==> config.mk <==
export PLATFORM = sky130hd
export DESIGN_NAME = vram_scheduler
export DESIGN_NICKNAME = d
export VERILOG_FILES = /design/src/rtl/vram_scheduler.sv
export SDC_FILE = /design/constraint.sdc
export NUM_CORES = 1
export LEC_CHECK = 0
export CAP_MARGIN = 25
export CORE_ASPECT_RATIO = 0.5
export CORE_MARGIN = 5
export CORE_UTILIZATION = 40
export CTS_CLUSTER_SIZE = 20
export DETAILED_ROUTE_END_ITERATION = 16
export PLACE_DENSITY = 0.73
export SETUP_SLACK_MARGIN = 0.5
export SLEW_MARGIN = 20
export SYNTH_ARGS = -nofsm -noshare
export SYNTH_HDL_FRONTEND = slang
export SYNTH_SLANG_ARGS = --single-unit
export TNS_END_PERCENT = 10
==> constraint.sdc <==
create_clock -name CLK -period 2.9 [get_ports CLK]
set_clock_uncertainty 0.1 [all_clocks]
set_input_delay 0.435 -clock CLK [delete_from_list [all_inputs] [get_ports CLK]]
set_output_delay 0.435 -clock CLK [all_outputs]
set_load 0.02 [all_outputs]
==> src/rtl/vram_scheduler.sv <==
// Double-buffered video RAM scheduler: display reads win each pixel slot,
// renderer writes fill the back bank, and banks swap at VS once a frame is done.
module vram_scheduler #(
    parameter int ADDR_W = 19,
    parameter int DATA_W = 8,
    parameter int NPIX   = 307200
) (
    input  logic              CLK,
    input  logic              RST,
    input  logic              PCK,
    input  logic              ENABLE_MEM,
    input  logic              VS,
    input  logic              REN_REQ,
    input  logic [ADDR_W-1:0] REN_ADDR,
    input  logic [DATA_W-1:0] REN_WDATA,
    output logic              REN_ACK,
    input  logic              REN_DONE,
    output logic              FRAME_START,
    output logic              MEM_EN,
    output logic              MEM_WE,
    output logic [ADDR_W:0]   MEM_ADDR,
    output logic [DATA_W-1:0] MEM_WDATA,
    input  logic [DATA_W-1:0] MEM_RDATA,
    output logic [DATA_W-1:0] PIX_DATA,
    output logic              PIX_VALID,
    output logic              DISP_BANK,
    output logic [7:0]        FRAME_DROP
);

    localparam logic [ADDR_W-1:0] LAST_PIX = ADDR_W'(NPIX - 1);

    typedef enum logic [1:0] {
        IDLE   = 2'd0,
        START  = 2'd1,
        RENDER = 2'd2,
        WAIT   = 2'd3
    } state_t;

    state_t              state_q;
    logic                pck_q, vs_q;
    logic                pck_rise, vs_rise;
    logic                rd_grant, wr_grant;
    logic [ADDR_W-1:0]   rd_addr_q, rd_addr_d;
    logic                mem_en_q, mem_we_q, ren_ack_q;
    logic [ADDR_W:0]     mem_addr_q;
    logic [DATA_W-1:0]   mem_wdata_q, pix_data_q;
    logic                rd_pend_q, pix_valid_q;
    logic                bank_q, fstart_q;
    logic [7:0]          drop_q;

    assign pck_rise = PCK & ~pck_q;
    assign vs_rise  = VS & ~vs_q;

    // A write is never granted while the previous ACK is visible, so a held
    // request cannot be written twice.
    assign rd_grant = pck_rise & ~ENABLE_MEM;
    assign wr_grant = ~rd_grant & REN_REQ & ~ren_ack_q;

    always_comb begin
        rd_addr_d = rd_addr_q;
        if (vs_rise)
            rd_addr_d = '0;
        else if (rd_grant)
            rd_addr_d = (rd_addr_q == LAST_PIX) ? '0 : rd_addr_q + 1'b1;
    end

    always_ff @(posedge CLK or posedge RST) begin
        if (RST) begin
            pck_q       <= 1'b0;
            vs_q        <= 1'b0;
            rd_addr_q   <= '0;
            mem_en_q    <= 1'b0;
            mem_we_q    <= 1'b0;
            ren_ack_q   <= 1'b0;
            mem_addr_q  <= '0;
            mem_wdata_q <= '0;
            rd_pend_q   <= 1'b0;
            pix_valid_q <= 1'b0;
            pix_data_q  <= '0;
        end else begin
            pck_q     <= PCK;
            vs_q      <= VS;
            rd_addr_q <= rd_addr_d;
            mem_en_q  <= rd_grant | wr_grant;
            mem_we_q  <= wr_grant;
            ren_ack_q <= wr_grant;
            if (rd_grant) begin
                mem_addr_q <= {bank_q, rd_addr_q};
            end else if (wr_grant) begin
                mem_addr_q  <= {~bank_q, REN_ADDR};
                mem_wdata_q <= REN_WDATA;
            end
            // RAM data is valid the cycle after the read access.
            rd_pend_q   <= mem_en_q & ~mem_we_q;
            pix_valid_q <= rd_pend_q;
            if (rd_pend_q)
                pix_data_q <= MEM_RDATA;
        end
    end

    always_ff @(posedge CLK or posedge RST) begin
        if (RST) begin
            state_q  <= IDLE;
            bank_q   <= 1'b0;
            fstart_q <= 1'b0;
            drop_q   <= '0;
        end else begin
            fstart_q <= 1'b0;
            case (state_q)
                IDLE: begin
                    if (vs_rise)
                        state_q <= START;
                end
                START: begin
                    fstart_q <= 1'b1;
                    state_q  <= RENDER;
                end
                RENDER: begin
                    if (REN_DONE && vs_rise) begin
                        bank_q  <= ~bank_q;
                        state_q <= START;
                    end else if (REN_DONE) begin
                        state_q <= WAIT;
                    end else if (vs_rise && drop_q != 8'hFF) begin
                        drop_q <= drop_q + 8'd1;
                    end
                end
                WAIT: begin
                    if (vs_rise) begin
                        bank_q  <= ~bank_q;
                        state_q <= START;
                    end
                end
                default: state_q <= IDLE;
            endcase
        end
    end

    assign REN_ACK     = ren_ack_q;
    assign FRAME_START = fstart_q;
    assign MEM_EN      = mem_en_q;
    assign MEM_WE      = mem_we_q;
    assign MEM_ADDR    = mem_addr_q;
    assign MEM_WDATA   = mem_wdata_q;
    assign PIX_DATA    = pix_data_q;
    assign PIX_VALID   = pix_valid_q;
    assign DISP_BANK   = bank_q;
    assign FRAME_DROP  = drop_q;

endmodule

==> parameters.txt <==
Parameter                              Value

Outcome
  Status    finished, final reports clean

Cells and area
  Number of diodes added for antenna fixing    0
  Ratio of cells with drive above 1 in the final layout    0.108
  Final standard cell utilization of the core    0.587
  Post-Layout Cell Count    roughly 540
  Number of fillers in the final layout    between 600 and 700
  Area grow syn2layout    41.7%
  Final Instance Area    4740 um2
  Post-layout nets    ~470

Floorplan
  Io pins    just over 90
  Starting Density    0.414
  Die extent in y    74.7 um
  Area of the core    about 8000 um2
  Core Rows    23
  Die Area    around 10000 um2
  DIE WIDTH    139 um

Setup path
  Startpoint class of the critical path    flop
  Critical path required time    3.06 ns
  Path type of the worst setup path    flop to flop
  Arr. time, crit path    2.43 ns
  Launching element of the worst setup path    rd_addr_q[0]
  Critical path capture point type    flop
  Launch instance of the worst register-to-register path    rd_addr_q[0]
  Largest fanout of any net on the critical path    8

Timing
  Fraction of the cycle the final worst path needs    0.782
  Top achievable clock speed    441 MHz
  Final setup violation count    0
  Hold Fails Final Rpt    0
  Setup TNS    0 ns
  Final worst-path setup slack    0.633 ns
  Unrepaired setup endpoints after global routing    yes
  Worst-Margin Slew    around 0.73 ns
  Worst slack on hold paths    0.393 ns
  Relative max-transition margin    0.505
  Final Max Tran Viols    0
  Post-layout minimum cycle time    2.27 ns

Synth
  Most common cell in the netlist    sky130_fd_sc_hd__dfrtp_1
  Most used flip-flop cell after synthesis    sky130_fd_sc_hd__dfrtp_1
  Library cell with the largest summed area after synthesis    sky130_fd_sc_hd__dfrtp_1
  Synth top area share    0.546
  Net count after synthesis    approximately 370
  Number of enable flip-flop cells after synthesis    0
  Top cell types by occurrence after synthesis    sky130_fd_sc_hd__dfrtp_1 (73), sky130_fd_sc_hd__nand2_1 (52), sky130_fd_sc_hd__nor2_1 (31)
  Ranking of synthesized cells by area    sky130_fd_sc_hd__dfrtp_1 (55%), sky130_fd_sc_hd__nand2_1 (5.8%), sky130_fd_sc_hd__mux2_2 (5.7%)
  Avg Inst Size Synth    10.3 um2
  Async S/R FF share, synth    1.00
  Flops & latches, synth    73
  Area of the mapped netlist    3350 um2
  Post-synth cell types    42
  Cells after synthesis    324
  Seq/Total Area, Yosys    0.546
  Number of warnings reported in the yosys synthesis log    0

Placement
  Post-placement setup slack    0.347 ns
  Routability congestion estimate    between 0.8 and 0.9
  Total instance count after detailed placement    520
  Total cell area at the placement stage    4410 um2
  Detailed placer's ending HPWL    5730 um
  Port Buf Inserts    91

Routing
  First-pass detailed-route iteration total    4
  Post-detailed-route wirelength per cell    about 16 um
  Via density    5.21
  Residual antenna-violating net count after detailed routing    0
  Total vias in the final route    2800
  Remaining design rule violation count    0
  Sum of routed wire length over all layers    8340 um
  Count of routing violations after the opening detailed-route iteration    194

Power
  Relative contribution of combinational cells to total power    0.231
  Switching part of the total    0.277
  Overall power consumption    between 3 and 4 mW
  Internal power contribution    between 2 and 2.5 mW
  IR Drop Worst-Case VDD    0.357 mV
  Pwr/cell area    680 nW/um2
  Net switching component of the power    0.895 mW
  Part of the power in the clock network    0.376
  Standby leakage power    1.99 nW
  Power share of the sequential group    0.393

GRT
  Pin count of the biggest net entering global routing    74
  Total routing resource utilization after global routing    0.171
  First-pass GRT wire length    ~14000 um
  Gr ovfl total    0
  Vias in the first global route    2819
  Initial antenna violation count    0

Clock tree
  CTS H-tree lvls    3
  Buffer cell driving the clock tree root    sky130_fd_sc_hd__clkbuf_16
  Clock-pin transition on the worst setup and hold timing paths    around 0.050 ns
  Sinks on the clock net    73
  Resize count post-CTS    0
  Cts bufs inserted    9
  Clock latency on the worst-skew pair    0.34 ns
  TritonCTS clock tree    built
  Hold buffer count at cts    0
  Maximum number of buffers from clock root to sink    2

Run
  Maxcap violations    0

Min path
  Hold_sp    FRAME_DROP[5]
  Path category of the worst min-delay check    flop to flop
-- path summary, 6_finish.rpt --
| kind | to | slack, ns | depth (start not counted) |
|---|---|---|---|
| max in group asynchronous | MEM_ADDR[16] | 1.99 | 3 |
| min in group asynchronous | MEM_WDATA[4] | 0.42 | 3 |
| worst min register to register | FRAME_DROP[5] | 0.39 | 1 |
| worst max register to register | rd_addr_q[16] | 0.63 | 5 |
| worst min-delay path | FRAME_DROP[5] | 0.39 | 1 |
| worst max-delay path | rd_addr_q[16] | 0.63 | 5 |
-- final cells by class --
cell class	count	area, um2	share of cell area
Timing Repair Buffer	99	983	0.207
Tap cell	112	140	0.0295
Clock inverter	5	77.6	0.0164
Clock buffer	11	253	0.0533
Multi-Input combinational cell	231	1440	0.304
Sequential cell	73	1830	0.385
Inverter	6	22.5	0.00475
-- repair_timing --
| action | 4_1_cts | 5_1_grt |
|---|---|---|
| endpoints found under the setup margin | 0 | 6 |
| setup buffers | 0 | 1 |
| endpoints found under the hold margin | 0 | 0 |
-- layout by cell type, fill, tap and decap left out, drive strengths merged, types with 2 or more instances in the layout --
cell	n
nand3	9
o31ai	2
nor3	5
mux2i	5
nand4bb	2
nor2	31
ha	6
clkinv	2
nand2b	2
clkdlybuf4s50	91
buf	8
a31oi	18
and2	3
nor4	4
or3	3
nand2	52
o21ai	12
and4	2
mux2	17
dfrtp	73
xor2	5
xnor2	10
clkbuf	11
inv	6
nor2b	4
nand4	10
bufinv	2
a211oi	2
a21oi	8
and3	2
or4	5
-- per-layer routing --
layer  GRT usage  share of wire  up-vias  wire (um)
met4      0.0607          0.020        0        170
met5           0              0        -          0
li1            -              -     1343          -
met1       0.215           0.45     1391       3780
met2       0.288           0.49       53       4070
met3      0.0539          0.038       13        316
-- power by group through the flow --
| stage | sequential (mW) | clock, mW | combinational (mW) |
|---|---|---|---|
| 2_1_floorplan | 1.41 | 0 | 0.233 |
| 3_3_place_gp | 1.28 | 0 | 0.738 |
| 3_5_place_dp | 1.28 | 0 | 0.749 |
| 4_1_cts | 1.27 | 1.24 | 0.755 |
| 5_1_grt | 1.29 | 1.30 | 0.802 |
| 6_report | 1.27 | 1.21 | 0.744 |
-- flip-flops by register name (all words and copies together), names as in the netlist --
name and count:
rd_addr_q 19, REN_ACK 1, FRAME_DROP 8, pck_q 1
DISP_BANK 1, state_q 2, MEM_EN 1, MEM_WDATA 8
PIX_DATA 8, rd_pend_q 1, FRAME_START 1, PIX_VALID 1
vs_q 1, MEM_ADDR 20
-- critical path, cell delays in order (launching register included) --
cell	delay (ns)
sky130_fd_sc_hd__dfrtp_1	0.48
sky130_fd_sc_hd__ha_1	0.29
sky130_fd_sc_hd__nand4_1	0.18
sky130_fd_sc_hd__or4_4	0.59
sky130_fd_sc_hd__or4_1	0.41
sky130_fd_sc_hd__a21oi_1	0.15
-- logic make-up (layout without fill, tap and decap cells) --
family	after synthesis	after routing	synth area share
AO/OA/AOI/OAI	52	52	0.0976
XOR/XNOR	15	15	0.0393
adder cells (fa/ha/maj)	6	6	0.0224
buffers and inverters	20	121	0.0239
flip-flops	73	73	0.546
multiplexers	22	22	0.0721
AND/OR/NAND/NOR	136	136	0.199
Note: power is estimated with default switching activity, not from simulation.
